`src/rtl/vt52_term_core.sv`:
```
// VT52-style terminal engine: 7-bit char stream in, screen RAM writes and ESC Z replies out; writes land 1 cycle after transfer.
// in_ready is held low while a clear walks the RAM (one cell per cycle) or while the identify reply is being handshaked.
module vt52_term_core #(
    parameter int COLS     = 80,
    parameter int ROWS     = 24,
    parameter int CW       = 7,
    parameter int RW       = 5,
    parameter int TABW     = 8,
    parameter int AUTOWRAP = 0
) (
    input  logic          clk,
    input  logic          reset,
    input  logic [6:0]    in_data,
    input  logic          in_valid,
    output logic          in_ready,
    output logic          mem_we,
    output logic [CW-1:0] mem_col,
    output logic [RW-1:0] mem_row,
    output logic [6:0]    mem_wdata,
    output logic [CW-1:0] cur_col,
    output logic [RW-1:0] cur_row,
    output logic [RW-1:0] topline,
    output logic          bell,
    output logic [6:0]    rep_data,
    output logic          rep_valid,
    input  logic          rep_ready
);
    typedef enum logic [2:0] {S_IDLE, S_ESC, S_CADY, S_CADX, S_CLEAR, S_REPLY} state_t;

    localparam int            NCELL = ROWS * COLS;
    localparam int            NW    = $clog2(NCELL + 1);
    localparam logic [CW-1:0] LASTC = CW'(COLS - 1);
    localparam logic [RW-1:0] LASTR = RW'(ROWS - 1);

    state_t          state_q, state_d;
    logic [CW-1:0]   col_q, col_d, clr_col_q, clr_col_d, wcol_q, wcol_d;
    logic [RW-1:0]   lrow_q, lrow_d, crow_q, crow_d, top_q, top_d;
    logic [RW-1:0]   clr_row_q, clr_row_d, wrow_q, wrow_d;
    logic [NW-1:0]   cnt_q, cnt_d;
    logic [6:0]      wdat_q, wdat_d, rep_dat_q, rep_dat_d;
    logic [1:0]      rep_idx_q, rep_idx_d;
    logic            we_q, we_d, bell_q, bell_d, rep_vld_q, rep_vld_d;

    logic            st_go;
    logic [CW-1:0]   st_col;
    logic [RW-1:0]   st_row;
    logic [NW-1:0]   st_n;

    logic            fire, is_print, at_bot, at_top, at_endc, lf_scroll, wrap_scroll;
    logic [RW-1:0]   top_inc, top_dec;
    logic [CW:0]     tab_nt;
    logic [6:0]      cad_v;

    function automatic logic [CW+RW-1:0] step_cell(input logic [CW-1:0] c, input logic [RW-1:0] r);
        if (c != LASTC)
            return {c + CW'(1), r};
        return {CW'(0), (r == LASTR) ? RW'(0) : r + RW'(1)};
    endfunction

    function automatic logic [RW-1:0] phys_row(input logic [RW-1:0] l, input logic [RW-1:0] t);
        logic [RW:0] s;
        s = {1'b0, l} + {1'b0, t};
        if (s >= (RW+1)'(ROWS))
            s = s - (RW+1)'(ROWS);
        return s[RW-1:0];
    endfunction

    assign in_ready    = (state_q == S_IDLE) || (state_q == S_ESC) || (state_q == S_CADY) || (state_q == S_CADX);
    assign fire        = in_valid && in_ready;
    assign is_print    = (in_data >= 7'h20) && (in_data != 7'h7F);
    assign at_bot      = (lrow_q == LASTR);
    assign at_top      = (lrow_q == '0);
    assign at_endc     = (col_q == LASTC);
    assign lf_scroll   = (in_data == 7'h0A) && at_bot;
    assign wrap_scroll = is_print && at_endc && (AUTOWRAP != 0) && at_bot;
    assign top_inc     = (top_q == LASTR) ? '0 : top_q + RW'(1);
    assign top_dec     = (top_q == '0) ? LASTR : top_q - RW'(1);
    assign tab_nt      = ({1'b0, col_q} | (CW+1)'(TABW - 1)) + (CW+1)'(1);
    assign cad_v       = in_data - 7'h20;

    always_ff @(posedge clk or posedge reset) begin
        if (reset) begin
            state_q   <= S_CLEAR;
            cnt_q     <= NW'(NCELL);
            col_q     <= '0;
            lrow_q    <= '0;
            crow_q    <= '0;
            top_q     <= '0;
            clr_col_q <= '0;
            clr_row_q <= '0;
            we_q      <= 1'b0;
            wcol_q    <= '0;
            wrow_q    <= '0;
            wdat_q    <= '0;
            bell_q    <= 1'b0;
            rep_vld_q <= 1'b0;
            rep_dat_q <= '0;
            rep_idx_q <= '0;
        end else begin
            state_q   <= state_d;
            cnt_q     <= cnt_d;
            col_q     <= col_d;
            lrow_q    <= lrow_d;
            crow_q    <= crow_d;
            top_q     <= top_d;
            clr_col_q <= clr_col_d;
            clr_row_q <= clr_row_d;
            we_q      <= we_d;
            wcol_q    <= wcol_d;
            wrow_q    <= wrow_d;
            wdat_q    <= wdat_d;
            bell_q    <= bell_d;
            rep_vld_q <= rep_vld_d;
            rep_dat_q <= rep_dat_d;
            rep_idx_q <= rep_idx_d;
        end
    end

    always_comb begin
        state_d = state_q;
        case (state_q)
            S_IDLE:  if (fire) begin
                         if (in_data == 7'h1B)              state_d = S_ESC;
                         else if (lf_scroll || wrap_scroll) state_d = S_CLEAR;
                     end
            S_ESC:   if (fire) begin
                         case (in_data)
                             7'h49:        state_d = at_top ? S_CLEAR : S_IDLE;
                             7'h4A, 7'h4B: state_d = S_CLEAR;
                             7'h59:        state_d = S_CADY;
                             7'h5A:        state_d = S_REPLY;
                             default:      state_d = S_IDLE;
                         endcase
                     end
            S_CADY:  if (fire) state_d = S_CADX;
            S_CADX:  if (fire) state_d = S_IDLE;
            S_CLEAR: if (cnt_q == '0) state_d = S_IDLE;
            S_REPLY: if (rep_ready && rep_idx_q == 2'd2) state_d = S_IDLE;
            default: state_d = S_IDLE;
        endcase
    end

    always_comb begin
        col_d     = col_q;
        lrow_d    = lrow_q;
        top_d     = top_q;
        clr_col_d = clr_col_q;
        clr_row_d = clr_row_q;
        cnt_d     = cnt_q;
        we_d      = 1'b0;
        wcol_d    = wcol_q;
        wrow_d    = wrow_q;
        wdat_d    = wdat_q;
        bell_d    = 1'b0;
        rep_vld_d = rep_vld_q;
        rep_dat_d = rep_dat_q;
        rep_idx_d = rep_idx_q;
        st_go     = 1'b0;
        st_col    = '0;
        st_row    = '0;
        st_n      = '0;
        case (state_q)
            S_IDLE: if (fire) begin
                if (is_print) begin
                    we_d   = 1'b1;
                    wcol_d = col_q;
                    wrow_d = crow_q;
                    wdat_d = in_data;
                    if (!at_endc) begin
                        col_d = col_q + CW'(1);
                    end else if (AUTOWRAP != 0) begin
                        col_d = '0;
                        if (!at_bot) begin
                            lrow_d = lrow_q + RW'(1);
                        end else begin
                            // RAM port is busy with the character, so the row clear starts next cycle
                            top_d     = top_inc;
                            clr_col_d = '0;
                            clr_row_d = top_q;
                            cnt_d     = NW'(COLS);
                        end
                    end
                end else begin
                    case (in_data)
                        7'h07: bell_d = 1'b1;
                        7'h08: if (col_q != '0) col_d = col_q - CW'(1);
                        7'h09: begin
                            if (tab_nt <= (CW+1)'(COLS - 1)) col_d = tab_nt[CW-1:0];
                            else if (!at_endc)                col_d = col_q + CW'(1);
                        end
                        7'h0A: begin
                            if (!at_bot) begin
                                lrow_d = lrow_q + RW'(1);
                            end else begin
                                top_d  = top_inc;
                                st_go  = 1'b1;
                                st_row = top_q;
                                st_n   = NW'(COLS);
                            end
                        end
                        7'h0D: col_d = '0;
                        default: ;
                    endcase
                end
            end
            S_ESC: if (fire) begin
                case (in_data)
                    7'h41: if (!at_top)   lrow_d = lrow_q - RW'(1);
                    7'h42: if (!at_bot)   lrow_d = lrow_q + RW'(1);
                    7'h43: if (!at_endc)  col_d  = col_q + CW'(1);
                    7'h44: if (col_q != '0) col_d = col_q - CW'(1);
                    7'h48: begin
                        col_d  = '0;
                        lrow_d = '0;
                    end
                    7'h49: begin
                        if (at_top) begin
                            top_d  = top_dec;
                            st_go  = 1'b1;
                            st_row = top_dec;
                            st_n   = NW'(COLS);
                        end else begin
                            lrow_d = lrow_q - RW'(1);
                        end
                    end
                    7'h4A: begin
                        st_go  = 1'b1;
                        st_col = col_q;
                        st_row = crow_q;
                        st_n   = NW'((ROWS - 1 - int'(lrow_q)) * COLS + COLS - int'(col_q));
                    end
                    7'h4B: begin
                        st_go  = 1'b1;
                        st_col = col_q;
                        st_row = crow_q;
                        st_n   = NW'(COLS - int'(col_q));
                    end
                    7'h5A: begin
                        rep_vld_d = 1'b1;
                        rep_dat_d = 7'h1B;
                        rep_idx_d = 2'd0;
                    end
                    default: ;
                endcase
            end
            S_CADY: if (fire && in_data >= 7'h20 && int'(cad_v) < ROWS) lrow_d = RW'(cad_v);
            S_CADX: if (fire && in_data >= 7'h20) col_d = (int'(cad_v) >= COLS - 1) ? LASTC : CW'(cad_v);
            S_CLEAR: if (cnt_q != '0) begin
                we_d                   = 1'b1;
                wcol_d                 = clr_col_q;
                wrow_d                 = clr_row_q;
                wdat_d                 = 7'h00;
                {clr_col_d, clr_row_d} = step_cell(clr_col_q, clr_row_q);
                cnt_d                  = cnt_q - NW'(1);
            end
            S_REPLY: if (rep_ready) begin
                case (rep_idx_q)
                    2'd0:    begin rep_dat_d = 7'h2F; rep_idx_d = 2'd1; end
                    2'd1:    begin rep_dat_d = 7'h4B; rep_idx_d = 2'd2; end
                    default: begin rep_vld_d = 1'b0;  rep_idx_d = 2'd0; end
                endcase
            end
            default: ;
        endcase
        // First clear cell goes out with the transfer edge; the walker holds the remainder
        if (st_go) begin
            we_d                   = 1'b1;
            wcol_d                 = st_col;
            wrow_d                 = st_row;
            wdat_d                 = 7'h00;
            {clr_col_d, clr_row_d} = step_cell(st_col, st_row);
            cnt_d                  = st_n - NW'(1);
        end
    end

    assign crow_d    = phys_row(lrow_d, top_d);
    assign mem_we    = we_q;
    assign mem_col   = wcol_q;
    assign mem_row   = wrow_q;
    assign mem_wdata = wdat_q;
    assign cur_col   = col_q;
    assign cur_row   = crow_q;
    assign topline   = top_q;
    assign bell      = bell_q;
    assign rep_data  = rep_dat_q;
    assign rep_valid = rep_vld_q;
endmodule

```
`config.mk`:
```
export PLATFORM = sky130hd
export DESIGN_NAME = vt52_term_core
export DESIGN_NICKNAME = d
export VERILOG_FILES = /design/src/rtl/vt52_term_core.sv
export SDC_FILE = /design/constraint.sdc
export NUM_CORES = 1
export LEC_CHECK = 0
export CAP_MARGIN = 25
export CORE_MARGIN = 2
export CORE_UTILIZATION = 50
export CTS_BUF_LIST = sky130_fd_sc_hd__clkbuf_4 sky130_fd_sc_hd__clkbuf_8
export CTS_CLUSTER_SIZE = 14
export DETAILED_ROUTE_END_ITERATION = 8
export PLACE_DENSITY_LB_ADDON = 0.05
export SLEW_MARGIN = 20
export SYNTH_ARGS = -nofsm -noshare
export SYNTH_HDL_FRONTEND = slang
export SYNTH_SLANG_ARGS = --single-unit
```
`constraint.sdc`:
```
create_clock -name clk -period 4.6 [get_ports clk]
set_input_delay 0.46 -clock clk [delete_from_list [all_inputs] [get_ports clk]]
set_output_delay 0.46 -clock clk [all_outputs]
set_load 0.05 [all_outputs]
```
# Word level (Yosys, flattened, before mapping)
# Cells that the tools add are included.
[totals]
register_bits = 79
out_inout_bits = 47
elab_cells = 251
[classes]
addsub = 20
multipliers = 1
n_lt_le_gt_ge = 5
n_eq_ne = 49
n_mux = 128
n_reduce_logical = 32
[op_table]
columns = ["op", "count"]
rows = [
  ["$mux 7", 30],
  ["$mux 5", 32],
  ["$eq 7x7->1 const B", 11],
  ["$pmux 7 s3", 3],
  ["$pmux 7 s2", 4],
  ["$mux 12", 4],
  ["$mux 11", 4],
  ["$pmux 5 s2", 4],
  ["$pmux 11 s3", 1],
  ["$pmux 5 s3", 2],
  ["$eq 7x4->1 const B", 4],
  ["$mux 3", 9],
  ["$mux 1", 23],
  ["$pmux 11 s2", 1],
  ["$sub 11x1->11 const B", 2],
  ["$add 7x1->7 const B", 3],
  ["$ne 7x7->1 const B", 3],
  ["$add 5x1->5 const B", 4],
  ["$eq 5x5->1 const B", 4],
  ["$pmux 3 s6", 1],
  ["$ne 2x2->1 const B", 8],
  ["$ne 3x3->1 const B", 5],
  ["$pmux 3 s4", 1],
  ["$add 11x8->11 const B", 1],
  ["46 further kinds", 71],
]

# Logic depth before layout (Yosys ltp)
[logic_depth]
word_depth = 12
mapped_depth = 22

# Worst setup path before layout
# OpenSTA, ideal clock, no wires.
[synth_path]
path_type = "register to register"
startpoint = "register lrow_q[3]"
endpoint = "register crow_q[3] (netlist: cur_row[3])"
setup_time_ps = 142
arrival_ps = 3816
setup_slack_ps = 642
path_stages_with_launch = 22
path_buffers = 1
synth_period_minus_slack_ps = 3958
path_cell_list = "dfrtp_1 -> buf_6 -> inv_1 -> ha_1 -> nand4_1 -> nand3b_4 -> nor3_1 -> a21oi_1 -> or3_1 -> a21oi_1 -> nor2_1 -> a31oi_1 -> ha_1 -> inv_1 -> fa_1 -> inv_1 -> a21o_1 -> a21oi_1 -> xnor2_1 -> nor2_1 -> o21ai_0 -> o221ai_1"
[synth_via]
elab_chain_len = 9
elab_cells_between_ends = 25
classes_between = "4 x add/sub; 1 x order compare; 1 x eq/ne; 18 x mux; 1 x reduce/logical"
[synth_lines]
columns = ["item", "line", "rtl"]
rows = [
  ["start: declaration", "37", "logic [RW-1:0] lrow_q, lrow_d, crow_q, crow_d, top_q, top_d;"],
  ["start signal: assignment", "103", "lrow_q <= lrow_d;"],
  ["$eq 5x5->1", "71", "assign at_bot = (lrow_q == LASTR);"],
  ["$mux 5", "192", "if (!at_bot) begin"],
  ["$mux 5", "184", "case (in_data)"],
  ["$mux 5", "164", "if (is_print) begin"],
  ["$mux 5", "163", "S_IDLE: if (fire) begin"],
  ["$pmux 5 s2 *", "162", "case (state_q)"],
  ["named net top_d[0]", "37", ""],
  ["$add 5x5->6 *", "62", "s = {1'b0, l} + {1'b0, t};"],
  ["$sub 5x5->5 / $ge 6x5->1 (equally long branches)", "64, 63", ""],
  ["$mux 5 *", "63", "if (s >= (RW+1)'(ROWS))"],
  ["named net crow_d[3]", "37", ""],
  ["end signal: assignment", "104", "crow_q <= crow_d;"],
  ["end: declaration", "37", ""],
]
# Mark *: on every way through the listed nets, which the timed path passes. The rest lies on a longest branch.
# A chain may end at the register's enable or synchronous reset.

# Final worst setup path
[layout_path]
startpoint = "input in_data[3]"
endpoint = "register crow_q[3] (netlist: cur_row[3])"
[layout_via]
elab_chain_len = 8
elab_cells_between_ends = 30
classes_between = "3 x add/sub; 3 x order compare; 6 x eq/ne; 14 x mux; 4 x reduce/logical"
[layout_lines]
columns = ["item", "line", "rtl"]
rows = [
  ["start: declaration", "13", "input logic [6:0] in_data,"],
  ["$sub 7x6->7 (tied with other cells)", "79", "assign cad_v = in_data - 7'h20;"],
  ["$lt 7x5->1 (tied with other cells)", "246", "S_CADY: if (fire && in_data >= 7'h20 && int'(cad_v) < ROWS) lrow_d = RW'(cad_v);"],
  ["$logic_and 1x1->1 (tied with other cells)", "246", ""],
  ["$mux 5, on equally long branches", "246, 163, 206", ""],
  ["$pmux 5 s3 *", "162", ""],
  ["named net lrow_d[0]", "37", ""],
  ["$add 5x5->6 *", "62", ""],
  ["$sub 5x5->5 / $ge 6x5->1 (equally long branches)", "64, 63", ""],
  ["$mux 5 *", "63", ""],
  ["named net crow_d[3]", "37", ""],
]
# Marked as above.

==> results by group <==
Outcome
  – Status: finished, final reports clean

Critical path
  – Reg-to-reg slack, setup: 550 ps
  – Buf+Inv Stages, Crit Path: 4
  – Cells along the critical path: clkdlybuf4s50_1 > and4_4 > a41oi_4 > buf_4 > nor3_1 > nand2_1 > o21ai_0 > a221oi_1 > nand2_1 > a21oi_1 > a21oi_1 > ha_1 > inv_1 > fa_1 > inv_1 > a21o_1 > a21oi_1 > xnor2_1 > nor2_1 > o21ai_0 > o221ai_1
  – Critical Path Start Type: primary input
  – RR Endpoint: cur_row[3]$_DFF_PP0_
  – Critical path's slowest cell: clkdlybuf4s50_1
  – FF-to-FF Start: lrow_q[4]$_DFF_PP0_
  – Reg2reg path depth: 19
  – Critical path startpoint: in_data[3]
  – Most used cell, CP: a21oi_1
  – WP depth: 21
  – Crit Path Max Fanout: 9
  – CP Capture Type: flop
  – Top delay family on crit path: compound AO/OA/AOI/OAI gates
  – CP peak stage delay: 550 ps
  – CP required: 4850 ps
  – WP data arrival: 4340 ps
  – Crit path capture: cur_row[3]$_DFF_PP0_
  – Category of the most critical setup path: primary input to flop

Timing
  – Rel. slew slack: 38.4%
  – Final setup TNS: 0 ps
  – Final period utilization: 89.0%
  – Final min period: 4100 ps
  – Final Setup Violations: 0
  – Final hold violation count: 0
  – RSZ-0062 raised after global routing: no
  – Fmax: 0.244 GHz
  – Clk_skew: 13.8 ps
  – Worst-margin pin slew: 921 ps
  – Slew Viols, Final: 0

Die
  – Die Y: 121 µm
  – Die extent in x: 121 µm
  – I/O pin cnt: 58
  – Site row count: 42
  – Initial Util: 51.4%
  – Total core area: 13200 µm²
  – Die area: 14500 µm²

Clock tree
  – CTS Buf Count: 9
  – TritonCTS sink count: 76
  – TritonCTS clock tree: built
  – Root Driver: clkbuf_8
  – Clock Latency Late Sink: 390 ps
  – CTS H-tree lvls: 3
  – CTS Buffer Depth: 2
  – Setup bufs post-CTS: 0
  – Clock-pin transition on the worst setup and hold timing paths: 90 ps

Power
  – Switching Share: 54.7%
  – P_sw: 3090 µW
  – Clock share of power: 9.0%
  – P per Cell Area: 715 nW/µm²
  – Power Internal: 2560 µW
  – VDD IR max: 0.602 mV
  – LEAKAGE: 0.00326 µW
  – Combinational Power Share: 68.4%
  – Seq pwr share: 22.6%

GRT
  – First-pass GRT wire length: 36300 µm
  – Grt ovf: 0
  – Vias in the first global route: 6840
  – Largest net degree at the start of global routing: 49
  – Antenna violations before repair: 0
  – GRT Overall Usage: 31.8%

Route
  – Final ANT Viol Nets: 0
  – Drt pass-1 iters: 5
  – Drt total wl: 22500 µm
  – Drt drc: 0
  – Routed len/inst: 20.1 µm
  – 1st-iter DRT viols: 648
  – Via density: 6.30
  – Via count: 7052

Yosys
  – Post-synth top area share: 26.1%
  – Post-synth top area cell: dfrtp_1
  – Ys flop type: dfrtp_1
  – Syn nets: 925
  – Sequential cell area fraction in the yosys report: 28.1%
  – Synth cell types: 84
  – FFs w/ async S/R, synth: 100%
  – Top post-synthesis cells by area: dfrtp_1 26%, ha_1 7.5%, nand2_1 5.7%
  – Mapped Area: 6800 µm²
  – EDFF count, synth: 0
  – Syn avg cell area: 7.82 µm²
  – Synth warn: 0
  – Seq cells post-synth: 76
  – Gate count after technology mapping: 870

Cells and area
  – Commonest non-fill, non-tap cell in the layout: nand2_1
  – P&R area growth vs syn: 16.2%
  – Fill count: 1257
  – Diode count: 0
  – Post-layout net count: 994
  – Most frequent cells in the layout: 104 x nand2_1, 79 x nor2_1, 76 x o21ai_0
  – Share of cells above drive strength 1: 10.4%
  – Final core utilization: 59.7%

Place
  – Gp weighted congestion: 0.980
  – IO Port Bufs: 57
  – HPWL after detailed placement: 17100 µm

Worst hold path
  – Hold Path Class: flop to flop

Flow run
  – Max-cap violations: 0
==> flip-flops by register name (all words and copies together), names as in the netlist <==
signal and count:
cnt_q 11, cur_col 7, state_q 3, lrow_q 5, rep_data 4, mem_we 1, rep_idx_q 2, mem_wdata 7
topline 5, bell 1, clr_row_q 5, cur_row 5, mem_row 5, clr_col_q 7, mem_col 7, rep_valid 1
==> synth_stat cells (7+ instances only) <==
master	n
a31oi_1	13
nand2b_1	9
nor3_1	27
dfrtp_1	71
nor2_1	79
a21oi_1	69
xnor2_1	26
xor2_1	14
inv_1	50
buf_4	7
o21ai_0	76
buf_2	9
mux2i_1	9
o31ai_1	9
clkbuf_1	24
o22ai_1	9
nand2_1	104
nand4_1	11
nor2b_1	11
o221ai_1	7
nand3_1	42
and3_1	7
nor4_1	8
ha_1	41
nor3b_1	8
a22oi_1	12
a21o_1	9
or3_1	8
==> tightest hold or removal path, cell delays in order (launching register included) <==
cell     delay [ps]
dfrtp_1         360
nand2_1          50
o21ai_0          60
==> how the worst min path moves through the flow <==
stage / cells past startpoint / endpoint / startpoint / slack [ps]
after global placement: 2 / rep_valid$_DFFE_PP0P_ / rep_valid$_DFFE_PP0P_ / 480
after detailed placement: 2 / rep_valid$_DFFE_PP0P_ / rep_valid$_DFFE_PP0P_ / 480
after CTS: 2 / rep_valid$_DFFE_PP0P_ / rep_valid$_DFFE_PP0P_ / 500
final: 2 / rep_valid$_DFFE_PP0P_ / rep_valid$_DFFE_PP0P_ / 490
after floorplan: 2 / rep_idx_q[0]$_DFFE_PP0P_ / rep_idx_q[0]$_DFFE_PP0P_ / 460
after global routing: 2 / cnt_q[9]$_DFFE_PP1P_ / cnt_q[9]$_DFFE_PP1P_ / 530
==> power groups by stage <==
stage	Combinational, µW	Sequential, µW	Clock (µW)
after floorplan	2240	1660	0
after global placement	3750	1270	0
after detailed placement	3800	1280	0
after CTS	3820	1270	513
after global routing	4190	1320	538
final	3870	1280	508
==> repair_timing <==
item	CTS	global route
resized for setup	0	1
endpoints found under the setup margin	0	1
hold buffers	0	0
==> final cells by class <==
class | instances | area, µm² | share of cell area, %
clock buffer | 9 | 124 | 1.57
inverter | 51 | 193 | 2.44
clock inverter | 7 | 58.8 | 0.744
multi-input combinational | 698 | 4480 | 56.7
tap | 176 | 220 | 2.79
timing repair buffer | 103 | 916 | 11.6
sequential | 76 | 1910 | 24.2
==> cell families after synthesis <==
kind of cell | count (synthesis) | synth area share, %
flip-flops | 76 | 28.1
buffers and inverters | 96 | 6.18
multiplexers | 10 | 1.49
adder cells (fa/ha/maj) | 44 | 8.43
AO/OA/AOI/OAI | 254 | 24.5
XOR/XNOR | 40 | 5.15
AND/OR/NAND/NOR | 350 | 26.2
==> per-stage QoR <==
step           total power, µW  instance area (µm²)  cells  hold slack [ps]  setup slack [ps]
2_1_floorplan             3900                 6800    870              459               642
3_3_place_gp              5030                 7700   1103              476               204
3_5_place_dp              5080                 7700   1103              479              38.7
4_1_cts                   5610                 7890   1119              501               347
5_1_grt                   6050                 7900   1120              534               148
6_report                  5650                 7900   1120              492               504
==> per-layer routing <==
layer	wire (µm)	part of all wire (%)	GRT usage, %	vias to the layer above
met3	1390	6.2	5.47	69
met5	0	0	0	-
met1	9580	43	41.7	3399
li1	-	-	-	3278
met4	906	4.0	14.0	0
met2	10600	47	51.7	306
Power figures use the tool's default switching activity.
